[config.mk]
export PLATFORM = sky130hd
export DESIGN_NAME = spi_tx_feeder
export DESIGN_NICKNAME = d
export VERILOG_FILES = /design/src/rtl/spi_tx_feeder.sv
export SDC_FILE = /design/constraint.sdc
export NUM_CORES = 1
export LEC_CHECK = 0
export BUFFER_PORTS_ARGS = -buffer_cell sky130_fd_sc_hd__buf_2
export CAP_MARGIN = 15
export CORE_MARGIN = 2
export CORE_UTILIZATION = 40
export DETAILED_ROUTE_END_ITERATION = 10
export GPL_TIMING_DRIVEN = 0
export MAX_ROUTING_LAYER = met4
export PLACE_DENSITY = 0.63
export SLEW_MARGIN = 10
export SYNTH_ARGS = -nofsm -noshare
export SYNTH_HDL_FRONTEND = slang
export SYNTH_SLANG_ARGS = --single-unit
[constraint.sdc]
create_clock -name clk -period 3.02 [get_ports clk]
set_input_delay 0.151 -clock clk [delete_from_list [all_inputs] [get_ports clk]]
set_output_delay 0.151 -clock clk [all_outputs]
set_load 0.1 [all_outputs]
[src/rtl/spi_tx_feeder.sv]
// rtl/spi_tx_feeder.sv - byte FIFO and chip-select framer feeding the SPI serializer
//
// Purpose: buffers controller bytes in a circular FIFO, groups them into
// FRAME_BYTES-long CS-low frames for the serializer, advances one byte per
// serializer valid pulse and holds CS high (onoff low) for at least
// GAP_CYCLES+1 cycles between frames.
//
// Ports:
//   clk, reset        system clock, asynchronous active-high reset
//   wr_en, wr_data    byte write strobe and data (one byte per cycle)
//   full, level       FIFO full flag and byte count (decoded from registers)
//   overflow          one-cycle pulse when a write is dropped because full
//   onoff, data_out   serializer chip-select enable and byte being shifted
//   spi_valid         serializer byte-done pulse
//   busy              high while a frame or its trailing gap is in progress
//   frame_done        one-cycle pulse when the last byte of a frame completes
module spi_tx_feeder #(
    parameter int DEPTH       = 16,
    parameter int FRAME_BYTES = 2,
    parameter int GAP_CYCLES  = 100
) (
    input  logic                       clk,
    input  logic                       reset,
    input  logic                       wr_en,
    input  logic [7:0]                 wr_data,
    output logic                       full,
    output logic [$clog2(DEPTH+1)-1:0] level,
    output logic                       overflow,
    output logic                       onoff,
    output logic [7:0]                 data_out,
    input  logic                       spi_valid,
    output logic                       busy,
    output logic                       frame_done
);

    localparam int PW = (DEPTH > 1) ? $clog2(DEPTH) : 1;
    localparam int LW = $clog2(DEPTH + 1);
    localparam int CW = (FRAME_BYTES > 1) ? $clog2(FRAME_BYTES) : 1;
    localparam int GW = $clog2(GAP_CYCLES + 1);

    localparam logic [LW-1:0] LEVEL_FULL  = LW'(DEPTH);
    localparam logic [LW-1:0] LEVEL_FRAME = LW'(FRAME_BYTES);
    localparam logic [CW-1:0] LAST_BYTE   = CW'(FRAME_BYTES - 1);
    localparam logic [GW-1:0] GAP_LOAD    = GW'(GAP_CYCLES - 1);

    typedef enum logic [1:0] {
        IDLE  = 2'd0,
        SHIFT = 2'd1,
        GAP   = 2'd2
    } state_t;

    state_t        state;
    state_t        next_state;
    logic [7:0]    mem [DEPTH];
    logic [PW-1:0] wr_ptr;
    logic [PW-1:0] rd_ptr;
    logic [CW-1:0] byte_cnt;
    logic [GW-1:0] gap_cnt;
    logic          wr_accept;
    logic          pop;
    logic          start_frame;
    logic          end_frame;

    assign full      = (level == LEVEL_FULL);
    // Fullness is judged on the registered level, so a same-cycle pop does
    // not make room for a write arriving while full.
    assign wr_accept = wr_en && !full;

    always_comb begin
        next_state  = state;
        pop         = 1'b0;
        start_frame = 1'b0;
        end_frame   = 1'b0;
        case (state)
            IDLE: begin
                // Only start once a whole frame is buffered, so SHIFT never
                // has to wait for data mid-frame.
                if (level >= LEVEL_FRAME) begin
                    pop         = 1'b1;
                    start_frame = 1'b1;
                    next_state  = SHIFT;
                end
            end
            SHIFT: begin
                if (spi_valid) begin
                    if (byte_cnt == LAST_BYTE) begin
                        end_frame  = 1'b1;
                        next_state = GAP;
                    end else begin
                        pop = 1'b1;
                    end
                end
            end
            GAP: begin
                if (gap_cnt == '0) begin
                    next_state = IDLE;
                end
            end
            default: next_state = IDLE;
        endcase
    end

    // FIFO storage carries no reset: stale contents are unreachable once the
    // pointers and level are cleared.
    always_ff @(posedge clk) begin
        if (wr_accept) begin
            mem[wr_ptr] <= wr_data;
        end
    end

    always_ff @(posedge clk or posedge reset) begin
        if (reset) begin
            wr_ptr   <= '0;
            rd_ptr   <= '0;
            level    <= '0;
            overflow <= 1'b0;
        end else begin
            overflow <= wr_en && full;
            if (wr_accept) begin
                wr_ptr <= wr_ptr + 1'b1;
            end
            if (pop) begin
                rd_ptr <= rd_ptr + 1'b1;
            end
            case ({wr_accept, pop})
                2'b10:   level <= level + 1'b1;
                2'b01:   level <= level - 1'b1;
                default: level <= level;
            endcase
        end
    end

    always_ff @(posedge clk or posedge reset) begin
        if (reset) begin
            state      <= IDLE;
            onoff      <= 1'b0;
            data_out   <= 8'h00;
            busy       <= 1'b0;
            frame_done <= 1'b0;
            byte_cnt   <= '0;
            gap_cnt    <= '0;
        end else begin
            state      <= next_state;
            busy       <= (next_state != IDLE);
            frame_done <= end_frame;
            if (pop) begin
                data_out <= mem[rd_ptr];
            end
            if (start_frame) begin
                onoff    <= 1'b1;
                byte_cnt <= '0;
            end else if (pop) begin
                byte_cnt <= byte_cnt + 1'b1;
            end
            if (end_frame) begin
                onoff   <= 1'b0;
                gap_cnt <= GAP_LOAD;
            end else if (state == GAP && gap_cnt != '0) begin
                gap_cnt <= gap_cnt - 1'b1;
            end
        end
    end

endmodule

# Yosys cells after proc, flatten, opt, wreduce, memory -nomap -nowiden
# Memory sizes are Yosys's and may differ from the RTL's. A register that Yosys moved wholly into a read port is not among the register bits.
# Cells that the tools add are included.
[totals] wordCells=57 register_bits=27 ram_bits=128 memories=1 latch_bits=0 output_inout_bits=18 inputBits=12 rom_bits=0
[classes] n_mux=22 n_div=0 n_addsub=6 mul=0 bitwise_logic=0 shift=0 reduce_logical=12 eq_ne=5 order_cmp=1
[memory_table] name="mem" depth=16 word_bits=8 read_ports=1 rd_ports_with_merged_regs=1 wr=1 line_no="54" source="logic [7:0] mem [DEPTH];"
[ops] cell="$mux W7" n=2
[ops] cell="$mux W1" n=13
[ops] cell="$pmux W5 S2" n=1
[ops] cell="$reduce_bool A2 Y1" n=5
[ops] cell="$add A4 B1 Y4 const B" n=2
[ops] cell="$mux W2" n=4
[ops] cell="$logic_not A7 Y1" n=1
[ops] cell="$reduce_bool A7 Y1" n=1
[ops] cell="$sub A7 B1 Y7 const B" n=1
[ops] cell="$pmux W2 S3" n=1
[ops] cell="$add A5 B1 Y5 const B" n=1
[ops] cell="$eq A5 B5 Y1 const B" n=1
[ops] cell="$ge A5 B2 Y1 const B" n=1
[ops] cell="$sub A5 B1 Y5 const B" n=1
[ops] cell="$eq A2 B1 Y1 const B" n=2
[ops] cell="$eq A2 B2 Y1 const B" n=2
[ops] cell="$logic_and A1 B1 Y1" n=3
[ops] cell="$logic_not A2 Y1" n=1
[ops] cell="$pmux W1 S2" n=1
[ops] cell="$add A1 B1 Y1 const B" n=1
[ops] cell="$logic_not A1 Y1" n=1

# Longest topological paths before layout
# Gate-level depths: netlist (run 1).
[logic_depth] depth_word=5 mapped_depth=13 ltp_nobuf=10

# Worst setup path before layout (run 1)
# Ideal clock, no wire load.
[synth_path] path_type="register to register" startpoint="register level[1]" endpoint="register level[4]" n_path_buf=2 synth_period_minus_slack_ns=3.287 path_stages_with_launch=13 path_slack_ns=-0.267 setup_ns=0.129 arrival_time_ns=3.159 path_cell_list="dfrtp_1 buf_2 nor3_1 a21boi_2 inv_1 ha_1 buf_2 xor2_1 ha_1 o211a_1 or4_1 nand3_1 nor3b_1"
[synth_via] elab_chain_len=5 elab_cells_between_ends=12
[synth_rtl] element="start: declaration" line_no="27" source="output logic [$clog2(DEPTH+1)-1:0] level,"
[synth_rtl] element="start signal: assignment" line_no="126" source="2'b10: level <= level + 1'b1;"
[synth_rtl] element="start signal: assignment" line_no="127" source="2'b01: level <= level - 1'b1;"
[synth_rtl] element="start signal: assignment" line_no="128" source="default: level <= level;"
[synth_rtl] element="$ge A5 B2 Y1 or $eq A5 B5 Y1 (tied branches)" line_no="78, 64"
[synth_rtl] element="$mux W1 or $logic_not A1 Y1 (tied branches)" line_no="78, 67"
[synth_rtl] element="$pmux W1 S2 or $logic_and A1 B1 Y1 (tied branches)" line_no="74, 67"
[synth_rtl] element="$eq A2 B1 Y1 or $eq A2 B2 Y1 (tied branches)" line_no="125" source="case ({wr_accept, pop})"
[synth_rtl] element="$pmux W5 S2 or $reduce_bool A2 Y1 (tied branches)"
# Several ways; a longest one is shown, not always the timed one.
# A chain may end at the register's enable or synchronous reset.

# Worst setup path after layout (run 1)
[layout_path] startpoint="register level[2]" endpoint="register level[4]"
[layout_via] elab_chain_len=5 elab_cells_between_ends=12
[layout_rtl] element="$ge A5 B2 Y1 (*)" line_no="78" source="if (level >= LEVEL_FRAME) begin"
[layout_rtl] element="$mux W1 (*)" line_no="78"
[layout_rtl] element="$pmux W1 S2 (*)" line_no="74" source="case (state)"
[layout_rtl] element="named net pop" line_no="60" source="logic pop;"
[layout_rtl] element="$eq A2 B1 Y1 or $eq A2 B2 Y1 (tied branches)" line_no="125"
[layout_rtl] element="$pmux W5 S2 or $reduce_bool A2 Y1 (tied branches)"
# Mark *: on every way through the listed nets, which the timed path passes. The rest lies on a longest branch.

==> qor.yml, run 1 <==
status: "finished clean"
antenna_found_initial: 0
routed_wl_mm: 13.3
vias: 3495
syn-cell-area_um2: 6710
use_met3_pct: 4.22
drv_slew: 0
end_kind: "register"
grt_pass1_vias: 3515
worst_hold_slack_ps: 81.7
clkTransAtPathRegs_ps: 60
area_delta_synth_final_pct: 16.4
synthTopCellsByArea: "edfxtp_1 (57%), dfrtp_1 (13%), mux4_2 (9.7%)"
setup_violations: 0
dieArea_um2: 17800
cts_buffer_depth: 2
postRouteAntennaNets: 0
io_buffers: 29
die_y_um: 134
core-area_um2: 16500
netSwitchingPower_mw: 3.28
vias_per_cell: 5.26
synth.avg_cell_area_um2: 17.8
synth_top_area_cell: "edfxtp_1"
ys_async_sr_fraction_pct: 21.5
finalCriticalPeriod_ps: 2900
place.gp.congestion: 0.795
cts_root_buf: "clkbuf_16"
drc: 0
ys_ff_latch: 163
rsz0062_at_grt: "false"
first_iter_violations: 231
use_met2_pct: 24.9
finalHoldViolCount: 0
worst-path-max-fanout: 9
die_w_um: 134
grtUsageMet1_pct: 21.8
pwr-share-seq_pct: 35.3
synthDistinctLibCells: 53
setup_slack_ps: 117
antenna_cells: 0
num_rows: 47
tns_ps: 0
power_frac_clock_pct: 24.8
cts_made_buffers: 17
ir_worst_vdd_uv: 602
ys_seq_area_share_pct: 70.3
pin_count: 30
grt_max_degree: 36
clock_latency_ps: 420
grt.busiest_layer: "met2"
cap_violations: 0
max_slew_margin_pct: 44.1
syn_inst: 377
initial_core_util_pct: 40.8
synth_fp_nets: 399
worstSetupStartpointType: "register"
yosysMostFrequentCell: "edfxtp_1"
pre_cts_slack_ps: 41.3
synth_flop_cell: "edfxtp_1"
grt_pass1_wl_mm: 20.4
cts_tree: "built"
crit_required_ps: 3310
period_share_pct: 96.1
arrival_ps: 3190
grt.overflow.total: 0
fillCellCount: 1436
drtPass1Iterations: 5
min_path_type: "primary input to register"
clock-sinks: 163
p_int_mw: 5.40
drive_gt1_share_pct: 27.9
dp_hpwl_mm: 8.59
fin_worst_skew_ps: 8.77
synth_edf_count: 128
fin_nets: 456
max_freq_ghz: 0.344
htreeDepth: 4
path_class: "register to register"
wire_per_inst_um: 20.0
power_density_nw_per_um2: 1110
power_frac_comb_pct: 39.9
synthTopCellsByCount: "edfxtp_1 (128), dfrtp_1 (35), mux4_2 (29)"
yosysWarnings: 0
leakagePower_nw: 2.82
worstMarginPinSlew_ps: 836
switching_share_pct: 37.7
synth_top_area_share_pct: 57.2
grtUsageTotal_pct: 16.3
[state kept, by name, summed over array words and instances (netlist names)]
signal,count
busy,1
byte_cnt,1
data_out,8
frame_done,1
gap_cnt,7
level,5
mem,128
onoff,1
overflow,1
rd_ptr,4
state,2
wr_ptr,4
[through the flow]
step                      cells  total power [mW]  area, µm²  utilization, %
after floorplan             377              5.74       6720               -
after global placement      626              6.44       7140            43.4
after detailed placement    629              6.54       7170            43.5
after CTS                   661              8.70       7770            47.2
after global routing        665              9.11       7820            47.5
final                       665              8.68       7820            47.5
[layout by cell type, fill, tap and decap left out, types with 3 or more instances in the layout]
| cell | instances |
|---|---|
| a211oi_1 | 8 |
| a21o_1 | 8 |
| a21oi_1 | 3 |
| buf_1 | 4 |
| buf_2 | 36 |
| buf_4 | 8 |
| buf_6 | 4 |
| bufinv_16 | 3 |
| clkbuf_1 | 4 |
| clkbuf_16 | 17 |
| clkinvlp_4 | 4 |
| dfrtp_1 | 30 |
| dfrtp_2 | 5 |
| edfxtp_1 | 128 |
| ha_1 | 10 |
| inv_1 | 7 |
| mux2i_1 | 8 |
| mux4_1 | 3 |
| mux4_2 | 29 |
| nand2_1 | 18 |
| nand2b_1 | 6 |
| nand3_1 | 3 |
| nor2_1 | 16 |
| nor2b_1 | 3 |
| nor3_1 | 5 |
| o211ai_1 | 3 |
| o21ai_0 | 5 |
| o22ai_1 | 8 |
| o31ai_1 | 4 |
| or4_1 | 3 |
| xnor2_1 | 7 |
| xor2_1 | 4 |
[logic make-up after synthesis]
kind of cell	share of synthesized area [%]
DFF	70.3
adders and majority gates	1.86
muxes	12.4
buffers and inverters	2.80
xor gates and xnor gates	1.43
AOI/OAI and AO/OA	5.42
and+or+nand+nor	5.76
[layer usage]
metal	vias to the layer above	share of wire (%)
li1	1596	-
met1	1783	42
met2	106	48
met3	10	8.1
met4	0	1.4
met5	-	0
[critical path, stage by stage, from the launching register on]
cell	delay [ps]
dfrtp_2	390
buf_2	180
nor4_4	300
o32a_1	210
buf_6	120
inv_2	50
ha_1	180
buf_2	180
xor2_1	160
ha_1	220
o211a_1	230
or4_1	410
nand3_1	100
nor3b_1	50
[path summary, 6_finish.rpt]
check,startpoint,to,slack [ps],cells after the start
hold reg to reg,onoff,onoff,470,2
setup / recovery,level[2],level[4],120,13
min in group asynchronous,reset,busy,420,3
setup reg to reg,level[2],level[4],120,13
max in group asynchronous,reset,level[2],2070,3
hold / removal,spi_valid,state[0],80,4
[timing repair]
| action | CTS | global route |
|---|---|---|
| buffers inserted | 0 | 4 |
| endpoints found under the hold margin | 36 | 0 |
| resized for setup | 0 | 2 |
| hold buffers | 2 | 0 |
| setup endpoints to repair | 0 | 1 |
[cell type report]
type,count,area (µm²),area share [%]
Sequential cell,163,4730,60.5
Buffer,21,158,2.02
Multi-Input combinational cell,184,1820,23.3
Clock buffer,19,433,5.54
Tap cell,220,275,3.52
Clock inverter,11,154,1.97
Inverter,9,33.8,0.432
Timing Repair Buffer,38,218,2.78
[power by group through the flow]
stage                     Clock (mW)  Combinational [mW]  Sequential, mW
after floorplan                    0                1.93            3.81
after global placement             0                3.35            3.08
after detailed placement           0                3.43            3.11
after CTS                       2.19                3.45            3.06
after global routing            2.28                3.72            3.11
final                           2.15                3.46            3.06
Note: power is estimated with default switching activity, not from simulation.
==> run 2, diff against run 1 <==
- GPL_TIMING_DRIVEN: 0 -> unset
==> run 2 against run 1 <==
First-iteration DRC count is 10% lower. Largest power group is now registers. Final cell count fell by 0.15%. Cell area is 0.59% lower. Worst setup slack gained 150 ps. Sequential power is 6% higher. Combinational power decreased by 11%.
==> qor.yml, run 2 (synthesis gave the netlist of run 1 again) <==
critPathMaxStageDelay_ps: 450
p_int_mw: 5.12
largest-register: "mem"
clock-sinks: 163
area_delta_synth_final_pct: 15.7
vias_per_cell: 5.23
status: "finished clean"
initial_core_util_pct: 40.8
pwr-share-seq_pct: 38.7
routed_wl_mm: 13.2
path_class: "register to register"
cap_violations: 0
stdcell_count: 664
htreeDepth: 4
finalCriticalPeriod_ps: 2760
design_area_um2: 7770
place_area_um2: 7160
min_path_type: "primary input to register"
vias: 3474
cts_root_buf: "clkbuf_16"
tns_ps: 0
grt_pass1_vias: 3532
placed_cells: 628
pin_count: 30
drive_gt1_share_pct: 28.4
arrival_ps: 3060
num_rows: 47
worst-path-max-fanout: 10
die_y_um: 134
postRouteAntennaNets: 0
end_kind: "register"
core-area_um2: 16500
grt_pass1_wl_mm: 20.5
worstSetupStartpointType: "register"
first_iter_violations: 207
power_density_nw_per_um2: 1070
cts_tree: "built"
switching_share_pct: 38.7
io_buffers: 29
grt_max_degree: 34
layout_commonest_cell: "edfxtp_1"
power.total_mw: 8.35
clock_latency_ps: 430
max_freq_ghz: 0.363
wire_per_inst_um: 19.9
finalHoldViolCount: 0
grt.overflow.total: 0
period_share_pct: 91.3
crit_chain: "nor2b_1 > a21boi_2 > inv_1 > ha_1 > xor2_1 > ha_1 > o211a_1 > or4_1 > nand3_1 > nor3b_1"
worstMarginPinSlew_ps: 710
ir_worst_vdd_uv: 675
netSwitchingPower_mw: 3.23
die_w_um: 134
cts-resized-gates: 0
cts_made_buffers: 17
fin_worst_skew_ps: 8.67
max_slew_margin_pct: 52.5
reg_top3: "mem: 128 flops, data_out: 8 flops, gap_cnt: 7 flops"
drtPass1Iterations: 4
mostFrequentLayoutCells: "edfxtp_1 (128), mux4_2 (29), dfrtp_1 (29), buf_2 (29), buf_4 (23)"
post-route-util_pct: 47.2
place.gp.congestion: 0.779
crit_required_ps: 3330
grtUsageTotal_pct: 16.3
rsz0062_at_grt: "false"
power_frac_comb_pct: 36.9
dieArea_um2: 17800
drc: 0
critical-path-slowest-cell: "dfrtp_2"
clkTransAtPathRegs_ps: 60
drv_slew: 0
leakagePower_nw: 2.82
largest_register_ffs: 128
power_frac_clock_pct: 24.4
dp_hpwl_mm: 8.48
path_common_cell: "ha_1"
cts_buffer_depth: 2
antenna_found_initial: 1
fin_nets: 452
setup_violations: 0
run 2: metal layers:
layer | track usage, % | wire [µm] | part of all wire [%]
met5 | - | 0 | 0
met4 | 5.32 | 187 | 1.4
met3 | 4.38 | 859 | 6.5
met2 | 25.7 | 6540 | 49
met1 | 20.7 | 5630 | 43
run 2: power by group through the flow:
stage                     logic (mW)  clock network (mW)  registers [mW]
after floorplan                 1.93                   0            3.81
after global placement          3.05                   0            3.26
after detailed placement        3.11                   0            3.28
after CTS                       3.12                2.08            3.24
after global routing            3.31                2.17            3.29
final                           3.08                2.04            3.23
run 2: repair_timing:
action | 4_1_cts | 5_1_grt
buffers inserted | 0 | 0
hold buffers | 1 | 1
endpoints found under the hold margin | 1 | 9
run 2: stage by stage:
stage / worst slack (ps) / hold slack, ps
6_report: 264 / 96.8
5_1_grt: 76.9 / 90.8
4_1_cts: 265 / 45.8
3_5_place_dp: 275 / 421
3_3_place_gp: 357 / 438
2_1_floorplan: 25.1 / 250
run 2: worst paths after layout:
check                               start          end  slack, ps  cells after the start
worst min register to register      onoff        onoff        480                      2
worst max register to register   level[4]     level[4]        260                     10
worst max-delay path             level[4]     level[4]        260                     10
max in group asynchronous           reset  data_out[5]       2260                      5
min in group asynchronous           reset        onoff        230                      3
worst min-delay path            spi_valid     state[0]        100                      4
run 2: layout make-up:
| class | count | area (µm²) |
|---|---|---|
| Fill cell | 1423 | 8690 |
| Antenna cell | 1 | 2.50 |
| Timing Repair Buffer | 55 | 365 |
| Clock buffer | 19 | 433 |
| Inverter | 9 | 33.8 |
| Sequential cell | 163 | 4730 |
| Tap cell | 220 | 275 |
| Clock inverter | 13 | 128 |
| Multi-Input combinational cell | 184 | 1810 |
run 2: critical path, delay by kind of cell (launching register included):
family / cells / cell delay (ps)
AOI/OAI and AO/OA: 2 / 560
xor gates and xnor gates: 1 / 190
adders and majority gates: 2 / 570
buffers and inverters: 1 / 110
DFF: 1 / 450
and+or+nand+nor: 4 / 750
==> run 3, diff against run 2 <==
- CTS_BUF_LIST: unset -> sky130_fd_sc_hd__clkbuf_4 sky130_fd_sc_hd__clkbuf_8
==> run 3 against run 2 <==
Flip-flop and latch count stayed put. Wire length is 0.78% lower. Count of clock-buffer cells in the layout unchanged. Via count fell by 1.0%. Sequential power about the same. Clock power decreased by 26%. First-iteration DRC count down 8.2%. Worst setup slack got worse by 7.3 ps. Sequential share of layout area increased by 1.5 points. Highest routed layer unchanged.
==> qor.yml, run 3 (synthesis gave the netlist of run 1 again) <==
tns_ps: 0
die_y_um: 134
place.gp.congestion: 0.779
leakagePower_nw: 2.74
grt_pass1_vias: 3524
setup_violations: 0
fin_nets: 452
grt_pass1_wl_mm: 20.3
fin_worst_skew_ps: 14.5
drive_gt1_share_pct: 28.9
crit_cells: 10
drv_slew: 0
power_density_nw_per_um2: 1030
cts_made_buffers: 17
antenna_found_initial: 1
postRouteAntennaNets: 0
cts_tree: "built"
cts_root_buf: "clkbuf_8"
critical-path-slowest-cell: "dfrtp_2"
cts_post_setup_buffers_inserted: 0
stdcell_count: 664
critical_path_buf_inv_count: 1
end_kind: "register"
pre_cts_slack_ps: 275
clock_latency_ps: 450
period_share_pct: 91.5
reg_top3: "mem: 128 flops, data_out: 8 flops, gap_cnt: 7 flops"
crit_required_ps: 3350
max_freq_ghz: 0.362
cap_violations: 0
path_common_cell: "ha_1"
routed_wl_mm: 13.1
num_rows: 47
path_class: "register to register"
path_delay_family: "simple AND/OR/NAND/NOR gates"
first_iter_violations: 190
die_w_um: 134
status: "finished clean"
power.total_mw: 7.80
worst-path-max-fanout: 10
rsz0062_at_grt: "false"
clock-sinks: 163
dieArea_um2: 17800
setup_slack_ps: 257
clkTransAtPathRegs_ps: 90
grtUsageTotal_pct: 16.1
worstSetupStartpointType: "register"
drtPass1Iterations: 4
max_slew_margin_pct: 52.5
dp_hpwl_mm: 8.48
io_buffers: 29
grt_max_degree: 34
crit_chain: "nor2b_1 > a21boi_2 > inv_1 > ha_1 > xor2_1 > ha_1 > o211a_1 > or4_1 > nand3_1 > nor3b_1"
wire_per_inst_um: 19.8
ir_worst_vdd_uv: 675
drc: 0
layout_commonest_cell: "edfxtp_1"
vias_per_cell: 5.18
vias: 3438
regArea_um2: 4730
htreeDepth: 4
fillCellCount: 1445
largest-register: "mem"
area_delta_synth_final_pct: 13.0
mostFrequentLayoutCells: "edfxtp_1 (128), mux4_2 (29), dfrtp_1 (29), buf_2 (29), buf_4 (23)"
hold_depth: 1
critPathMaxStageDelay_ps: 460
finalHoldViolCount: 0
worstMarginPinSlew_ps: 711
core-area_um2: 16500
largest_register_ffs: 128
grt.overflow.total: 0
reg2reg_depth: 10
min_path_type: "primary input to register"
finalCriticalPeriod_ps: 2760
arrival_ps: 3090
cts_buffer_depth: 2
initial_core_util_pct: 40.8
pin_count: 30
multiInputGateArea_um2: 1810
placed_cells: 628
## run 3: path summary, 6_finish.rpt
kind	slack [ps]	endpoint	from
setup / recovery	260	level[4]	level[4]
hold / removal	70	mem[1][6]	wr_data[6]
setup reg to reg	260	level[4]	level[4]
hold reg to reg	490	onoff	onoff
max in group asynchronous	2290	data_out[5]	reset
min in group asynchronous	210	state[0]	reset
## run 3: power by group
part           internal (mW)  leakage [nW]  switching (mW)
logic                   1.14         0.984            1.94
registers               2.83          1.56           0.391
clock network          0.685         0.190           0.816
## run 3: stage by stage
| stage | area [µm²] | utilization, % | hold slack, ps |
|---|---|---|---|
| 3_3_place_gp | 7160 | 43.5 | 438 |
| 2_1_floorplan | 6720 | - | 250 |
| 5_1_grt | 7590 | 46.1 | 44.5 |
| 3_5_place_dp | 7160 | 43.5 | 421 |
| 6_report | 7590 | 46.1 | 72.8 |
| 4_1_cts | 7550 | 45.8 | 5.79 |
## run 3: layout make-up
type,instances,share of cell area [%]
Sequential cell,163,62.3
Multi-Input combinational cell,184,23.8
Timing Repair Buffer,55,4.82
Tap cell,220,3.63
Clock buffer,19,3.28
Clock inverter,13,1.68
Inverter,9,0.445
Antenna cell,1,0.0330
## run 3: what timing repair did
item                                    in CTS  in global routing
hold endpoints to repair                     1                 26
gates resized for setup                      0                  0
endpoints found under the setup margin       0                  0
hold buffers                                 1                  1
## run 3: layer usage
metal / track usage [%] / share of wire (%) / vias to the layer above / wire [µm]
met4: 4.26 / 0.98 / 0 / 129
met3: 4.26 / 4.3 / 11 / 561
li1: - / - / 1592 / -
met5: - / 0 / - / 0
met1: 20.7 / 45 / 1766 / 5890
met2: 25.5 / 50 / 69 / 6530
